### src/rtl/const_encoder_if.sv
// Request/instruction-stream bundle for const_encoder.
//   Request side : in_valid, in_ready, in_value[15:0], in_rd[2:0]
//   Output side  : out_valid, out_ready, out_inst[15:0], out_last, out_count[1:0]
// The slave modport is the encoder's view. The master modport is the view of
// whoever issues requests and consumes the instruction stream.
interface const_encoder_if;
  logic        in_valid;
  logic        in_ready;
  logic [15:0] in_value;
  logic [2:0]  in_rd;
  logic        out_valid;
  logic        out_ready;
  logic [15:0] out_inst;
  logic        out_last;
  logic [1:0]  out_count;

  modport slave (
    input  in_valid, in_value, in_rd, out_ready,
    output in_ready, out_valid, out_inst, out_last, out_count
  );

  modport master (
    output in_valid, in_value, in_rd, out_ready,
    input  in_ready, out_valid, out_inst, out_last, out_count
  );
endinterface

### src/rtl/const_encoder.sv
// const_encoder: turns a 16-bit constant into the shortest LI / SLL / ADDIU
// sequence that rebuilds it in register rd. One instruction is streamed per
// accepted output beat.
// Ports:
//   clk  - system clock, rising edge
//   rst  - asynchronous, active-high reset
//   bus  - const_encoder_if.slave (request in, instruction stream out)
// Parameter:
//   ALLOW_SHORT - 1: use the 1- and 2-instruction forms when they fit;
//                 0: always emit the 3-instruction form.
module const_encoder #(
  parameter bit ALLOW_SHORT = 1'b1
) (
  input  logic               clk,
  input  logic               rst,
  const_encoder_if.slave     bus
);

  typedef enum logic [1:0] {
    IDLE,
    EMIT_LI,
    EMIT_SLL,
    EMIT_ADDIU
  } state_t;

  state_t      state;
  logic [2:0]  rd_q;
  logic [7:0]  low_q;

  logic [7:0]  hi_byte;
  logic [7:0]  lo_byte;
  logic [7:0]  hi_adj;
  logic [7:0]  li_imm;
  logic [1:0]  seq_count;

  function automatic logic [15:0] enc_li(input logic [2:0] rd, input logic [7:0] imm);
    return {5'b01101, rd, imm};
  endfunction

  // A zero sa field means "shift by 8", so this rebuilds H in the top byte.
  function automatic logic [15:0] enc_sll(input logic [2:0] rd);
    return {5'b00110, rd, rd, 3'b000, 2'b00};
  endfunction

  function automatic logic [15:0] enc_addiu(input logic [2:0] rd, input logic [7:0] imm);
    return {5'b01001, rd, imm};
  endfunction

  // Sequence selection from the incoming request. ADDIU sign-extends its
  // immediate, so when L[7] is set the high byte is pre-incremented to cancel
  // the borrow; the 8-bit wrap of 0xFF+1 is intended.
  always_comb begin
    hi_byte   = bus.in_value[15:8];
    lo_byte   = bus.in_value[7:0];
    hi_adj    = hi_byte + {7'b0000000, lo_byte[7]};
    seq_count = 2'd3;
    li_imm    = hi_adj;
    if (ALLOW_SHORT && (hi_byte == 8'h00)) begin
      seq_count = 2'd1;
      li_imm    = lo_byte;
    end else if (ALLOW_SHORT && (lo_byte == 8'h00)) begin
      seq_count = 2'd2;
      li_imm    = hi_byte;
    end
  end

  // Sequencer with registered outputs. The LI word is built at capture time so
  // it is presented on the following cycle; every later word is loaded as the
  // previous one is accepted, which keeps the outputs stable under backpressure.
  always_ff @(posedge clk or posedge rst) begin
    if (rst) begin
      state         <= IDLE;
      rd_q          <= 3'd0;
      low_q         <= 8'h00;
      bus.in_ready  <= 1'b1;
      bus.out_valid <= 1'b0;
      bus.out_inst  <= 16'h0000;
      bus.out_last  <= 1'b0;
      bus.out_count <= 2'd0;
    end else begin
      case (state)
        IDLE: begin
          if (bus.in_valid) begin
            rd_q          <= bus.in_rd;
            low_q         <= lo_byte;
            bus.in_ready  <= 1'b0;
            bus.out_valid <= 1'b1;
            bus.out_inst  <= enc_li(bus.in_rd, li_imm);
            bus.out_last  <= (seq_count == 2'd1);
            bus.out_count <= seq_count;
            state         <= EMIT_LI;
          end
        end
        EMIT_LI: begin
          if (bus.out_ready) begin
            if (bus.out_count == 2'd1) begin
              bus.in_ready  <= 1'b1;
              bus.out_valid <= 1'b0;
              bus.out_inst  <= 16'h0000;
              bus.out_last  <= 1'b0;
              bus.out_count <= 2'd0;
              state         <= IDLE;
            end else begin
              bus.out_inst <= enc_sll(rd_q);
              bus.out_last <= (bus.out_count == 2'd2);
              state        <= EMIT_SLL;
            end
          end
        end
        EMIT_SLL: begin
          if (bus.out_ready) begin
            if (bus.out_count == 2'd2) begin
              bus.in_ready  <= 1'b1;
              bus.out_valid <= 1'b0;
              bus.out_inst  <= 16'h0000;
              bus.out_last  <= 1'b0;
              bus.out_count <= 2'd0;
              state         <= IDLE;
            end else begin
              bus.out_inst <= enc_addiu(rd_q, low_q);
              bus.out_last <= 1'b1;
              state        <= EMIT_ADDIU;
            end
          end
        end
        EMIT_ADDIU: begin
          if (bus.out_ready) begin
            bus.in_ready  <= 1'b1;
            bus.out_valid <= 1'b0;
            bus.out_inst  <= 16'h0000;
            bus.out_last  <= 1'b0;
            bus.out_count <= 2'd0;
            state         <= IDLE;
          end
        end
        default: begin
          state <= IDLE;
        end
      endcase
    end
  end

endmodule

### src/flat_wrapper.sv
// flat-port wrapper written by rule: the top's interface ports become plain ports
module const_encoder_flat 
#(
  parameter bit ALLOW_SHORT = 1'b1
)
  (clk, rst, bus_in_valid, bus_in_value, bus_in_rd, bus_out_ready, bus_in_ready, bus_out_valid, bus_out_inst, bus_out_last, bus_out_count);
  const_encoder_if bus_i ();
  input  logic clk;
  input  logic rst;
  input wire logic [$bits(bus_i.in_valid)-1:0] bus_in_valid;
  input wire logic [$bits(bus_i.in_value)-1:0] bus_in_value;
  input wire logic [$bits(bus_i.in_rd)-1:0] bus_in_rd;
  input wire logic [$bits(bus_i.out_ready)-1:0] bus_out_ready;
  output wire logic [$bits(bus_i.in_ready)-1:0] bus_in_ready;
  output wire logic [$bits(bus_i.out_valid)-1:0] bus_out_valid;
  output wire logic [$bits(bus_i.out_inst)-1:0] bus_out_inst;
  output wire logic [$bits(bus_i.out_last)-1:0] bus_out_last;
  output wire logic [$bits(bus_i.out_count)-1:0] bus_out_count;
  assign bus_i.in_valid = bus_in_valid;
  assign bus_i.in_value = bus_in_value;
  assign bus_i.in_rd = bus_in_rd;
  assign bus_i.out_ready = bus_out_ready;
  assign bus_in_ready = bus_i.in_ready;
  assign bus_out_valid = bus_i.out_valid;
  assign bus_out_inst = bus_i.out_inst;
  assign bus_out_last = bus_i.out_last;
  assign bus_out_count = bus_i.out_count;
  const_encoder #(.ALLOW_SHORT(ALLOW_SHORT)) u_core (.clk(clk), .rst(rst), .bus(bus_i));
endmodule
### config.mk
export PLATFORM = sky130hd
export DESIGN_NAME = const_encoder_flat
export DESIGN_NICKNAME = d
export VERILOG_FILES = /design/src/rtl/const_encoder_if.sv /design/src/rtl/const_encoder.sv /design/src/flat_wrapper.sv
export SDC_FILE = /design/constraint.sdc
export NUM_CORES = 1
export LEC_CHECK = 0
export CORE_MARGIN = 4
export CORE_UTILIZATION = 35
export DETAILED_ROUTE_END_ITERATION = 16
export HOLD_SLACK_MARGIN = 0.1
export PLACE_DENSITY_LB_ADDON = 0.3
export SKIP_LAST_GASP = 1
export SYNTH_ARGS = -nofsm -noshare
export SYNTH_HDL_FRONTEND = slang
export SYNTH_SLANG_ARGS = --single-unit
### constraint.sdc
create_clock -name clk -period 4.4 [get_ports clk]
set_input_delay 0.88 -clock clk [delete_from_list [all_inputs] [get_ports clk]]
set_output_delay 0.88 -clock clk [all_outputs]
set_load 0.02 [all_outputs]
==> reports/results.ini, run 1 <==
[run_status]
status=completed

[synthesis]
ys_seq_area_share_pct=43.7
synthesis.area_um2=1780
synth_nets=219
syn_avg_cell_area_um2=9.17
ys_top_cells_by_area=dfrtp_1 (42%), nand2_1 (9.3%), mux2_2 (5.1%)
ys_ff_latch=31
yosysTopAreaCell=dfrtp_1
synth_warnings=0
yosysTopAreaCellShare_pct=42.2
synthCells=194
ys_types=37

[floorplanning]
die_y_um=79.3
rows=25
start_util_pct=36.9
die_w_um=79.3
io_pins=44
core_um2=4820
die-area_um2=6290

[pwr]
switchingPower_mw=0.620
ir_drop_mv=0.290
total_power_mw=1.54
clkPwrFrac_pct=16.2
power_frac_comb_pct=49.2
p_seq_share_pct=34.6
power_density_nw_per_um2=666
p_sw_share_pct=40.3
p_int_mw=0.920
p_leak_nw=0.966

[route]
drtIter0Drc=72
vias=1537
drt-total-wl_um=4370
ant_nets=0
drt_first_pass_iters=4
avgViaCountPerCell=5.18
route.detailed.drc=0
wl_per_cell_um=14.7

[timing]
fmax_mhz=352
finClkSkew_ns=0.00843
finalCritPeriodShare_pct=64.5
worst_hold_slack_ns=0.463
layout_setup_ws_ns=1.56
fin_setup_tns_ns=0
hold_viol=0
max_slew_margin_pct=29.8
slew_violations=0
finalSetupViolCount=0
rsz0062_at_grt=false
min_period_ns=2.84
tightest_slew_ns=1.05

[clock_network]
cts_setup_buffers=0
cts_tree=yes
cts-root-buf=clkbuf_8
numCtsBuffers=5
cts_hold_buf=0
clk-insertion-delay-late_ns=0.29
cts_buffer_depth=2
clk_pin_slew_worst_paths_ns=0.07
htreeDepth=2
cts.sinks=31
cts_resized=0

[finish]
diodes=0
fin_nets=254
layout_common_cells=nand2_1 (44), clkdlybuf4s50_1 (42), dfrtp_1 (30)
fin_util_pct=48.0
area_growth_syn_to_layout_pct=29.9
fin_cells=297
layout_commonest_cell=nand2_1
drive_gt1_share_pct=11.3
final_area_um2=2310

[setup_path]
cp-end-kind=register
critPathSlowestCell=nor3b_4
cp_max_fo=15
r2r_cells=4
worst_path_dominant_cell_family=simple AND/OR/NAND/NOR gates
required_ns=4.57
cp_cell_sequence=clkdlybuf4s50_1 -> nor3b_4 -> a21oi_2 -> or3_4 -> mux2_4
worstSetupPathType=in -> reg
crit_buf_inv=1
r2r_end=u_core.bus.out_count[1]$_DFFE_PP0P_
slowest_delay_ns=0.60
timing.rr.start=u_core.state[1]$_DFFE_PP0P_
arrival_ns=3.01
cp-start-kind=input pin
reg2reg_slack_ns=2.14

[place]
portBuffers=42
dp_slack_ns=1.24
dpl.cell_count=289
place_area_um2=2210
place.gp.congestion=0.875
hpwl_um=3120

[global_route]
grt_pass1_wl_um=7310
grt_antenna_before_repair=0
grt_max_degree=29
grt-ovfl-total=0
grt_usage_pct=14.9
grt_pass1_vias=1514

[worst_hold_path]
holdPathStages=2
min_to=u_core.bus.in_ready$_DFFE_PP1P_
hp-class=reg -> reg
hold_start=u_core.bus.in_ready$_DFFE_PP1P_

[run]
cap_violations=0

==> tightest hold or removal path, delay by kind of cell (launching register included) <==
family | cells | cell delay [ns]
AO/OA/AOI/OAI | 1 | 0.05
buffers and inverters | 1 | 0.04
flip-flops | 1 | 0.37
==> registers in the layout (all words and copies together) (netlist names) <==
| register | cells |
|---|---|
| u_core.bus.in_ready | 1 |
| u_core.low_q | 8 |
| u_core.state | 2 |
| u_core.rd_q | 3 |
| u_core.bus.out_count | 2 |
| u_core.bus.out_inst | 13 |
| u_core.bus.out_valid | 1 |
| u_core.bus.out_last | 1 |
==> cell usage after synthesis <==
master    number
a311oi_1       1
nor2_1        13
a31oi_1        7
conb_1         1
and3_1         3
dfstp_2        1
a21oi_1       11
nand4_1        3
nor4_1         2
or2_1          1
a211o_1        5
o21a_1         1
buf_2          7
or3_4          1
buf_4          4
a21oi_2        1
nand3_1        3
nor3b_2        1
clkbuf_1       5
dfrtp_1       30
nor4_4         2
ha_1           2
a21boi_0       2
mux2_2         8
nor3b_4        1
nand2_1       44
buf_6          1
and3b_1        1
o21ai_0        7
mux2i_1        2
inv_1          4
a211oi_1       4
nand2b_1       1
a221oi_1       8
a21o_1         3
mux2_4         1
nor2b_1        2
==> area by class of cell <==
class	count	area [um2]
clock buffers	8	100
inverters	4	15.0
flip-flops and latches	31	777
well taps	67	83.8
fillers	463	2510
multi-input cells	142	892
repair buffers	45	443
==> power groups by stage <==
stage	clock network [mW]	logic (mW)	registers, mW
4_1_cts	0.251	0.767	0.533
5_1_grt	0.264	0.835	0.556
2_1_floorplan	0	0.429	0.600
6_report	0.249	0.758	0.532
3_5_place_dp	0	0.762	0.538
3_3_place_gp	0	0.753	0.537
==> kinds of logic (layout without fill, tap and decap cells) <==
| family | after synthesis | in the layout | synth area share (%) |
|---|---|---|---|
| flops | 31 | 31 | 43.7 |
| compound gates | 50 | 50 | 19.1 |
| buf+inv | 21 | 57 | 6.19 |
| other cells | 1 | 1 | 0.211 |
| simple gates | 78 | 78 | 22.4 |
| fa+ha+maj | 2 | 2 | 1.41 |
| mux | 11 | 11 | 7.03 |
==> metal layers <==
metal | up-vias | GRT usage (%) | part of all wire [%]
met5 | - | 0 | 0
met4 | 0 | 4.64 | 1.2
li1 | 756 | - | -
met3 | 7 | 4.31 | 6.3
met1 | 723 | 21.0 | 47
met2 | 51 | 22.0 | 46
==> worst max-delay path by stage <==
stage                                 from                                  end  slack (ns)  cells after the start
final                         bus_in_valid  u_core.bus.out_count[1]$_DFFE_PP0P_        1.56                      5
after global routing          bus_in_valid  u_core.bus.out_count[1]$_DFFE_PP0P_        1.40                      5
after CTS                     bus_in_valid  u_core.bus.out_count[1]$_DFFE_PP0P_        1.55                      5
after floorplan           bus_in_value[11]   u_core.bus.out_inst[0]$_DFFE_PP0P_        2.32                      6
after global placement        bus_in_valid  u_core.bus.out_count[1]$_DFFE_PP0P_        1.31                      5
after detailed placement      bus_in_valid  u_core.bus.out_count[1]$_DFFE_PP0P_        1.24                      5
(Power assumes the default switching activity.)
==> run 2, diff against run 1 <==
Clock period 4.4 ns to 2.37 ns, I/O delays scaled along.
==> run 2 against run 1 <==
Against the previous run:
- clock skew fell by 0.0020 ns
- largest power group unchanged
- via count rose by 5.6%
- clock power rose by 61%
- sequential share of layout area fell by 0.78 points
- count of clock-buffer cells in the layout did not move
- critical path depth rose by 2
- hold slack got worse by 0.0039 ns
- sequential power rose by 86%
==> reports/results.ini, run 2 (same netlist as run 1, synthesis figures left out) <==
[run_status]
status=completed

[global_route]
grt_antenna_before_repair=0  ; unchanged
grt_pass1_vias=1536  ; +1.5%
gr-max-usage-layer=met2
grtUsageMet3_pct=5.10  ; +0.79 points
grt_max_degree=32  ; +10%
use_met2_pct=24.4  ; +2.4 points
grt_usage_pct=16.0  ; +1.1 points
grt-ovfl-total=0  ; unchanged
grt_use_met1_pct=20.9  ; -0.063 points
grt_pass1_wl_um=7610  ; +4.1%

[place]
hpwl_um=3400  ; +9.0%
place.gp.congestion=0.882  ; +0.78%
dpl.cell_count=299  ; +3.5%
portBuffers=42  ; unchanged

[pwr]
ir_drop_mv=0.578  ; +99%
p_leak_nw=1.00  ; +4.0%
power_density_nw_per_um2=1210  ; +82%

[clock_network]
cts-root-buf=clkbuf_8
cts_tree=yes
cts_setup_buffers=0  ; unchanged
cts_buffer_depth=2  ; unchanged
cts_resized=0  ; unchanged
cts_hold_buf=0  ; unchanged
cts.sinks=31  ; unchanged
htreeDepth=2  ; unchanged
clk-insertion-delay-late_ns=0.29  ; about the same
numCtsBuffers=5  ; unchanged
clk_pin_slew_worst_paths_ns=0.06  ; about the same

[setup_path]
critPathSlowestCell=clkdlybuf4s50_1
worstSetupPathType=in -> reg
cp_max_fo=4  ; -11
reg2reg_slack_ns=0.51  ; -1.63 ns
crit_buf_inv=2  ; +1
slowest_delay_ns=0.55  ; -0.05 ns
required_ns=2.58  ; -1.99 ns
cp-start-kind=input pin
cp_cell_sequence=clkdlybuf4s50_1 -> ha_1 -> ha_1 -> inv_1 -> a211oi_1 -> mux2_2 -> a31oi_1
arrival_ns=2.21  ; -0.80 ns
cp_common_cell=ha_1
crit_start=bus_in_value[8]
timing.rr.start=u_core.state[1]$_DFFE_PP0P_
cp-end-kind=register
worst_path_dominant_cell_family=buffers and inverters

[floorplanning]
die_y_um=79.3  ; unchanged
die-area_um2=6290  ; unchanged
core_um2=4820  ; unchanged
io_pins=44  ; unchanged
rows=25  ; unchanged
start_util_pct=36.9  ; unchanged
die_w_um=79.3  ; unchanged

[finish]
top_regs=u_core.bus.out_inst (13), u_core.low_q (8), u_core.rd_q (3)
top_register=u_core.bus.out_inst
drive_gt1_share_pct=14.2  ; +2.9 points
layout_common_cells=nand2_1 (44), clkdlybuf4s50_1 (42), dfrtp_1 (30)
fin_cells=307  ; +3.4%
diodes=0  ; unchanged
fin_nets=264  ; +3.9%
largest_register_ffs=13  ; unchanged
layout_commonest_cell=nand2_1
area_growth_syn_to_layout_pct=33.0

[timing]
slew_violations=0  ; unchanged
max_slew_margin_pct=63.4  ; +34 points
rsz0062_at_grt=false
finalSetupViolCount=0  ; unchanged
fmax_mhz=500
fin_setup_tns_ns=0  ; unchanged
finClkSkew_ns=0.00645  ; -0.00198 ns
tightest_slew_ns=0.547  ; -0.505 ns
hold_viol=0  ; unchanged
min_period_ns=2.00
finalCritPeriodShare_pct=84.5

[route]
route.detailed.drc=0  ; unchanged
drt_first_pass_iters=4  ; unchanged
ant_nets=0  ; unchanged
drt-total-wl_um=4630  ; +5.9%
drtIter0Drc=117  ; +63%
vias=1623  ; +5.6%
wl_per_cell_um=15.1  ; +2.4%
avgViaCountPerCell=5.29  ; +2.2%

[worst_hold_path]
hold_start=u_core.bus.in_ready$_DFFE_PP1P_
hp-class=reg -> reg

[run]
cap_violations=0  ; unchanged

## run 2: cell types whose count changed in the layout (fill, tap and decap cells not counted), sizes merged
cell / delta
buf: +10
## run 2: report_power, final
group          internal (mW)  leakage (nW)  switching, mW  total, mW
registers              0.797         0.377          0.189      0.987
logic                  0.700         0.588          0.777       1.48
clock network          0.208        0.0395          0.193      0.401
total                   1.71          1.00           1.16       2.86
## run 2: worst min-delay path, cell delays in order, from the launching register on
cell,delay [ns]
dfstp_2,0.36
inv_1,0.04
a21oi_1,0.05
## run 2: final timing paths
check / depth (start not counted) / to
min in group asynchronous: 3 / u_core.rd_q[0]$_DFFE_PP0P_
max reg2reg: 4 / u_core.bus.out_count[1]$_DFFE_PP0P_
min: 2 / u_core.bus.in_ready$_DFFE_PP1P_
max in group asynchronous: 3 / u_core.bus.in_ready$_DFFE_PP1P_
max: 7 / u_core.bus.out_inst[6]$_DFFE_PP0P_
min reg2reg: 2 / u_core.bus.in_ready$_DFFE_PP1P_
## run 2: layout make-up
class,instances,area [um2]
Clock buffer,8,80.1
Fill cell,505,2450
Inverter,4,15.0
Multi-Input combinational cell,142,892
Sequential cell,31,777
Tap cell,67,83.8
Timing Repair Buffer,55,518
## run 2: layer usage
| metal | up-vias | wire (um) |
|---|---|---|
| met5 | - | 0 |
| met4 | 0 | 94 |
| met3 | 9 | 301 |
| met2 | 62 | 2180 |
| met1 | 777 | 2050 |
| li1 | 775 | - |
## run 2: through the flow
| stage | cell area [um2] | hold WS [ns] | power [mW] | utilization [%] | setup WS [ns] |
|---|---|---|---|---|---|
| 6_report | 2370 | 0.459 | 2.86 | 49.1 | 0.368 |
| 4_1_cts | 2370 | 0.461 | 2.90 | 49.1 | 0.370 |
| 2_1_floorplan | 1780 | 0.446 | 1.91 | - | 0.670 |
| 5_1_grt | 2370 | 0.489 | 3.09 | 49.1 | 0.294 |
| 3_3_place_gp | 2290 | 0.449 | 2.46 | 47.5 | 0.132 |
| 3_5_place_dp | 2290 | 0.451 | 2.49 | 47.5 | 0.0701 |
